`src/rtl/apb_wait_mem_slave.sv`:
```
// APB slave backed by a register-array memory, with programmable wait states and out-of-range PSLVERR.
// Optional byte-lane write strobes on i_PSTRB are enabled by defining APB_PSTRB_EN.
module apb_wait_mem_slave #(
  parameter int DATA_WIDTH  = 32,
  parameter int ADDR_WIDTH  = 8,
  parameter int DEPTH       = 16,
  parameter int WAIT_STATES = 0
) (
  input  logic                    i_PCLK,
  input  logic                    i_PRESETn,
  input  logic                    i_PSEL,
  input  logic                    i_PENABLE,
  input  logic                    i_PWRITE,
  input  logic [ADDR_WIDTH-1:0]   i_PADDR,
  input  logic [DATA_WIDTH-1:0]   i_PWDATA,
`ifdef APB_PSTRB_EN
  input  logic [DATA_WIDTH/8-1:0] i_PSTRB,
`endif
  output logic [DATA_WIDTH-1:0]   o_PRDATA,
  output logic                    o_PREADY,
  output logic                    o_PSLVERR
);

  localparam int STRB_W = DATA_WIDTH / 8;
  localparam int IDX_W  = (DEPTH > 1) ? $clog2(DEPTH) : 1;
  localparam logic [ADDR_WIDTH:0] DEPTH_C = (ADDR_WIDTH + 1)'(DEPTH);
  localparam logic [3:0]          WAIT_C  = 4'(WAIT_STATES);

  typedef enum logic {
    IDLE,
    ACCESS
  } state_e;

  state_e                  state_q, state_d;
  logic [3:0]              waitCnt_q, waitCnt_d;
  logic [ADDR_WIDTH-1:0]   addr_q, addr_d;
  logic                    write_q, write_d;
  logic [DATA_WIDTH-1:0]   wdata_q, wdata_d;
  logic [STRB_W-1:0]       strb_q, strb_d;
  logic                    pready_q, pready_d;
  logic                    pslverr_q, pslverr_d;
  logic [DATA_WIDTH-1:0]   prdata_q, prdata_d;
  logic [DATA_WIDTH-1:0]   mem_q [DEPTH];

  logic [STRB_W-1:0]       strbIn;
  logic [ADDR_WIDTH-1:0]   lookAddr;
  logic [IDX_W-1:0]        lookIdx;
  logic                    lookErr;
  logic                    lookWrite;
  logic [DATA_WIDTH-1:0]   lookData;
  logic [IDX_W-1:0]        wrIdx;
  logic                    memWe;

`ifdef APB_PSTRB_EN
  assign strbIn = i_PSTRB;
`else
  assign strbIn = '1;
`endif

  // In IDLE the response is built from the live bus (zero-wait case), otherwise from the captured request.
  always_comb begin
    lookAddr  = (state_q == IDLE) ? i_PADDR : addr_q;
    lookWrite = (state_q == IDLE) ? i_PWRITE : write_q;
    lookErr   = ({1'b0, lookAddr} >= DEPTH_C);
    lookIdx   = lookAddr[IDX_W-1:0];
    lookData  = '0;
    if (!lookErr) begin
      lookData = mem_q[lookIdx];
    end
  end

  always_comb begin
    state_d   = state_q;
    waitCnt_d = waitCnt_q;
    addr_d    = addr_q;
    write_d   = write_q;
    wdata_d   = wdata_q;
    strb_d    = strb_q;
    pready_d  = pready_q;
    pslverr_d = pslverr_q;
    prdata_d  = prdata_q;
    memWe     = 1'b0;

    case (state_q)
      IDLE: begin
        if (i_PSEL && !i_PENABLE) begin
          state_d   = ACCESS;
          waitCnt_d = WAIT_C;
          addr_d    = i_PADDR;
          write_d   = i_PWRITE;
          wdata_d   = i_PWDATA;
          strb_d    = strbIn;
          if (WAIT_C == 4'd0) begin
            pready_d  = 1'b1;
            pslverr_d = lookErr;
            prdata_d  = lookWrite ? '0 : lookData;
          end
        end
      end

      ACCESS: begin
        if (!i_PSEL) begin
          state_d   = IDLE;
          waitCnt_d = 4'd0;
          pready_d  = 1'b0;
          pslverr_d = 1'b0;
          prdata_d  = '0;
        end else if (i_PENABLE && pready_q) begin
          memWe     = write_q && !lookErr;
          state_d   = IDLE;
          pready_d  = 1'b0;
          pslverr_d = 1'b0;
          prdata_d  = '0;
        end else if (waitCnt_q > 4'd1) begin
          waitCnt_d = waitCnt_q - 4'd1;
        end else if (waitCnt_q == 4'd1) begin
          waitCnt_d = 4'd0;
          pready_d  = 1'b1;
          pslverr_d = lookErr;
          prdata_d  = lookWrite ? '0 : lookData;
        end
      end

      default: begin
        state_d = IDLE;
      end
    endcase
  end

  always_ff @(posedge i_PCLK or negedge i_PRESETn) begin
    if (!i_PRESETn) begin
      state_q   <= IDLE;
      waitCnt_q <= 4'd0;
      addr_q    <= '0;
      write_q   <= 1'b0;
      wdata_q   <= '0;
      strb_q    <= '0;
      pready_q  <= 1'b0;
      pslverr_q <= 1'b0;
      prdata_q  <= '0;
    end else begin
      state_q   <= state_d;
      waitCnt_q <= waitCnt_d;
      addr_q    <= addr_d;
      write_q   <= write_d;
      wdata_q   <= wdata_d;
      strb_q    <= strb_d;
      pready_q  <= pready_d;
      pslverr_q <= pslverr_d;
      prdata_q  <= prdata_d;
    end
  end

  assign wrIdx = addr_q[IDX_W-1:0];

  // Writes land only on the completion edge, so an aborted or reset transfer never touches memory.
  always_ff @(posedge i_PCLK or negedge i_PRESETn) begin
    if (!i_PRESETn) begin
      for (int i = 0; i < DEPTH; i++) begin
        mem_q[i] <= '0;
      end
    end else if (memWe) begin
      for (int k = 0; k < STRB_W; k++) begin
        if (strb_q[k]) begin
          mem_q[wrIdx][8*k +: 8] <= wdata_q[8*k +: 8];
        end
      end
    end
  end

  assign o_PRDATA  = prdata_q;
  assign o_PREADY  = pready_q;
  assign o_PSLVERR = pslverr_q;

endmodule
```
`config.mk`:
```
export PLATFORM = sky130hd
export DESIGN_NAME = apb_wait_mem_slave
export DESIGN_NICKNAME = d
export VERILOG_FILES = /design/src/rtl/apb_wait_mem_slave.sv
export SDC_FILE = /design/constraint.sdc
export NUM_CORES = 1
export LEC_CHECK = 0
export CAP_MARGIN = 20
export CORE_ASPECT_RATIO = 1.25
export CORE_MARGIN = 2
export CORE_UTILIZATION = 35
export DETAILED_ROUTE_END_ITERATION = 6
export RECOVER_POWER = 100
export SLEW_MARGIN = 20
export SYNTH_ARGS = -nofsm -noshare
export SYNTH_HDL_FRONTEND = slang
export SYNTH_SLANG_ARGS = --single-unit
```
`constraint.sdc`:
```
create_clock -name i_PCLK -period 3.1 [get_ports i_PCLK]
set_input_delay 0.62 -clock i_PCLK [delete_from_list [all_inputs] [get_ports i_PCLK]]
set_output_delay 0.62 -clock i_PCLK [all_outputs]
set_load 0.1 [all_outputs]
```
# Yosys cells after proc, flatten, opt, wreduce, memory -nomap -nowiden
# Cells that the tools add are included.
[totals]
output_inout_bits = 34
reg_bits = 593
[classes]
n_mux = 57
addsub = 1
n_eq_ne = 6
bitwise = 3
n_lt_le_gt_ge = 5
reduce_logical = 9
[op_table]
columns = ["cell", "count"]
rows = [
  ["$mux W512", 7],
  ["$bwmux W512", 4],
  ["$demux W32 S4", 4],
  ["$mux W32", 10],
  ["$bmux W32 S4", 1],
  ["$pmux W32 S2", 1],
  ["$mux W24", 1],
  ["$mux W4", 5],
  ["$mux W1", 17],
  ["$mux W16", 1],
  ["$mux W8", 2],
  ["$ge A5 B5 Y1 const B", 2],
  ["$not A4 Y5", 2],
  ["$ge A8 B5 Y1 const B", 1],
  ["$ne A4 B2 Y1 const B", 2],
  ["$pmux W4 S2", 1],
  ["$pmux W1 S2", 3],
  ["$reduce_and A3 Y1", 2],
  ["$lt A5 B1 Y1 const B", 1],
  ["$eq A4 B1 Y1 const B", 1],
  ["$gt A4 B1 Y1 const B", 1],
  ["$logic_and A1 B1 Y1", 4],
  ["$ne A4 B4 Y1 const B", 1],
  ["$sub A4 B1 Y4 const B", 1],
  ["5 further kinds", 6],
]

# Logic depth before layout (Yosys ltp)
[logic_depth]
word_depth = 16
ltp_mapped = 10
ltp_nobuf = 7

# Worst setup path after synthesis
# No wires, ideal clock.
[synth_path]
path_type = "register to register"
start = "register pready_q, in the netlist o_PREADY"
end = "register mem_q[269] (netlist bit)"
arrival_ns = 2.619
t_required_ns = 2.975
n_path_buf = 1
stages_incl_launch_ff = 6
setup_ns = 0.125
period_less_slack_ns = 2.743
setup_slack_ns = 0.357
cell_sequence = "dfrtp_1 nand2_1 or4_4 nor4_4 buf_6 mux2_2"
[synth_via]
elab_chain_cells = 4
[synth_lines]
columns = ["element", "line", "source"]
rows = [
  ["start: declaration", "40", "logic pready_q, pready_d;"],
  ["start signal: assignment", "148", "pready_q <= pready_d;"],
  ["$logic_and A1 B1 Y1", "108", "end else if (i_PENABLE && pready_q) begin"],
  ["$mux W1", "108", ""],
  ["$mux W1", "102", "if (!i_PSEL) begin"],
  ["$mux W1", "84", "case (state_q)"],
  ["end signal: indexed assignment", "165", "mem_q[wrIdx][8*k +: 8] <= wdata_q[8*k +: 8];"],
  ["end: declaration", "43", "logic [DATA_WIDTH-1:0] mem_q [DEPTH];"],
]
# Every way passes these cells.
# A chain may end at the register's enable or synchronous reset.

# Worst setup path in the final report
[layout_path]
start = "register addr_q[7]"
end = "register mem_q[119] (netlist bit)"
[layout_via]
elab_chain_cells = 7
[layout_lines]
columns = ["element", "line", "source"]
rows = [
  ["start: declaration", "36", "logic [ADDR_WIDTH-1:0] addr_q, addr_d;"],
  ["start signal: assignment", "144", "addr_q <= addr_d;"],
  ["$mux W8", "62", "lookAddr = (state_q == IDLE) ? i_PADDR : addr_q;"],
  ["$ge A8 B5 Y1", "64", "lookErr = ({1'b0, lookAddr} >= DEPTH_C);"],
  ["$logic_not A1 Y1", "109", "memWe = write_q && !lookErr;"],
  ["$logic_and A1 B1 Y1", "109", ""],
  ["$mux W1", "108", ""],
  ["$mux W1", "102", ""],
  ["$mux W1", "84", ""],
]
# Every way passes these cells.

==> flow_summary.toml <==
[route]
wl_per_cell_microns = 23.6
final_antenna_net_count = 0
avgViaCountPerCell = 5.76
first_pass_iters = 5
wirelength_microns = 84500
drt_iter0_markers = 1567
route.detailed.drc = 0
vias = 20600

[logic_synthesis]
synth_top_area_frac = 0.528
synth_warnings = 0
ys_seq_elements = 593
synth_area_leaders = "dfrtp_1, mux2_2, a21oi_1, o21ai_0, clkbuf_1"
syn_inst = 2429
syn_avg_cell_area_sq_um = 11.6
synth_largest_area_cell = "dfrtp_1"
yosysSeqAreaShare = 0.528
synthesis.nets = 2476
synth.most_common_cell = "dfrtp_1"
synth_ff_type = "dfrtp_1"
synthesis.area_sq_um = 28100
synth_cell_types = 50
synth_commonest_cells = "dfrtp_1, mux2_2, a21oi_1"
async_flop_share = 1.00
synth-edff-count = 0

[timing]
max_freq_mhz = 351
fin_crit_sh = 0.920
tns_ns = 0
slew_headroom = 0.0578
finalHoldViolations = 0
setup_violations = 0
rsz0062_at_grt = "false"
final.setup_skew_ns = 0.0167
maxSlewViolCount = 0
tightest_slew_ns = 1.41
period_minus_slack_ns = 2.85
hold_slack_ns = 0.473

[placed_design]
io_buffer_count = 78
dpl.hpwl_microns = 53800
finalWeightedCongestion = 0.809

[clock_network]
tritoncts = "yes"
cts-root-buf = "clkbuf_16"
cts_resized = 0
worstSkewPairLatency_ns = 0.63
numCtsBuffers = 59
clock_sinks = 593
clk_pin_slew_worst_paths_ns = 0.06
hold_buffers = 1
h-tree-depth = 2
cts.path.max_buffers = 3
cts_setup_buffers = 0

[floorplan]
die_w_microns = 257
num_io_pins = 79
core-area_sq_um = 79800
rows = 116
die-height_microns = 321
initial_utilization = 0.352
die_area_sq_um = 82600

[layout]
drive_gt1_frac = 0.308
fillers = 7623
nNetsFinal = 2522
num_antenna_cells = 0
area_growth_pct = 15.1

[global_routing]
grt_pass1_wl_microns = 132000
grt_antenna_before_repair = 1
grt_overflow = 0
grt_pass1_vias = 21600
grt.total_usage = 0.206
grt_max_degree = 86

[setup_path]
cp.depth = 7
path_buf_inv = 2
crit_type = "register to register"
cp-start-kind = "register"
r2r_cells = 7
critPathMaxFanout = 22
path_cells = "or4_1 > nor4_1 > clkbuf_1 > and3_1 > nand2_2 > clkbuf_4 > mux2_2"
critPathTopFamily = "simple AND/OR/NAND/NOR gates"
arrival_ns = 3.36
required_ns = 3.60
cp_slowest_cell = "or4_1"
max_stage_delay_ns = 0.61
critPathCaptureType = "register"

[worst_hold_path]
worst_hold_path.num_cells = 1
hold_path.class = "register to register"

[outcome]
status = "finished clean"

[pwr]
ir_worst_vdd_mv = 0.389
p_leak_nw = 15.0
powerDensity_nw_per_um2 = 560

[flow_run]
maxCapViolCount = 0
## cell usage in the layout, fill, tap and decap left out, types with 6 or more instances in the layout
cell,netlist,layout
inv_1,21,21
mux2_1,23,25
clkdlybuf4s50_1,0,41
buf_4,0,64
a21oi_1,211,210
o32a_1,19,19
a2bb2oi_1,45,45
o211ai_1,29,29
o31ai_1,14,13
clkbuf_8,0,13
nand4_1,20,20
or2_2,11,11
nand3_1,9,9
a31oi_1,32,32
nor2_1,121,121
a22oi_1,13,12
buf_2,29,6
mux2_2,528,525
a221oi_1,11,11
nand2_1,138,141
a32o_1,21,21
clkbuf_2,0,11
or3_1,20,20
buf_12,0,29
clkbuf_1,144,56
clkbuf_16,0,61
o221ai_1,20,20
a211oi_1,35,35
clkinv_2,0,12
dfrtp_1,593,590
o21ai_0,173,169
nand3b_1,41,41
## layout make-up
class | count | area [sq um] | area share
Multi-Input combinational cell | 1592 | 12300 | 0.380
Clock buffer | 82 | 1740 | 0.0536
Tap cell | 1062 | 1330 | 0.0411
Timing Repair Buffer | 208 | 1840 | 0.0569
Sequential cell | 593 | 14800 | 0.459
Clock inverter | 20 | 235 | 0.00727
Inverter | 21 | 78.8 | 0.00244
## worst reg2reg max path, stage by stage, from the launching register on
cell      delay (ns)
dfrtp_1         0.37
or4_1           0.61
nor4_1          0.30
clkbuf_1        0.25
and3_1          0.30
nand2_2         0.09
clkbuf_4        0.40
mux2_2          0.41
## state kept, by name (all words and copies together) (netlist names)
name and cells:
state_q 1, write_q 1, mem_q 512, o_PREADY 1
strb_q 1, waitCnt_q 4, wdata_q 32, o_PSLVERR 1
o_PRDATA 32, addr_q 8
## worst paths after layout
path                                            to  slack [ns]                  start
min                          strb_q[0]$_DFFE_PN0P_        0.47  strb_q[0]$_DFFE_PN0P_
min in group asynchronous  wdata_q[26]$_DFFE_PN0P_        0.58              i_PRESETn
max reg2reg                 mem_q[119]$_DFFE_PN0P_        0.25  addr_q[7]$_DFFE_PN0P_
max in group asynchronous    addr_q[1]$_DFFE_PN0P_        0.66              i_PRESETn
max                         mem_q[119]$_DFFE_PN0P_        0.25  addr_q[7]$_DFFE_PN0P_
min reg2reg                  strb_q[0]$_DFFE_PN0P_        0.47  strb_q[0]$_DFFE_PN0P_
## metal layers
layer,global-route usage,part of all wire,routed length (microns),up-vias
li1,-,-,-,8966
met1,0.258,0.41,34500,10700
met2,0.354,0.49,41700,722
met3,0.0307,0.056,4740,215
met4,0.0852,0.042,3590,2
met5,0,0.000095,8,-
## kinds of logic after synthesis
logic type / after synthesis / share of synthesized area
AO/OA/AOI/OAI: 639 / 0.142
flip-flops: 593 / 0.528
AND/OR/NAND/NOR: 398 / 0.0692
buffers and inverters: 244 / 0.0379
multiplexers: 553 / 0.222
adder cells (fa/ha/maj): 2 / 0.000890
## power by group
group | leakage [nW] | total [W] | internal, W | switching [W]
clock network | 0.981 | 0.00733 | 0.00429 | 0.00305
logic | 5.80 | 0.00237 | 0.000827 | 0.00155
registers | 8.17 | 0.00841 | 0.00790 | 0.000508
## per-stage QoR
stage / power (W) / setup WS, ns / cells / util / instance area (sq um)
global placement: 0.0109 / 0.134 / 3473 / 0.384 / 30700
global route: 0.0188 / 0.152 / 3578 / 0.405 / 32300
CTS: 0.0183 / 0.424 / 3578 / 0.409 / 32700
floorplan: 0.00973 / 0.357 / 2429 / - / 28100
detailed placement: 0.0109 / 0.125 / 3475 / 0.385 / 30700
finish: 0.0181 / 0.248 / 3578 / 0.405 / 32300
Power figures use the tool's default switching activity.
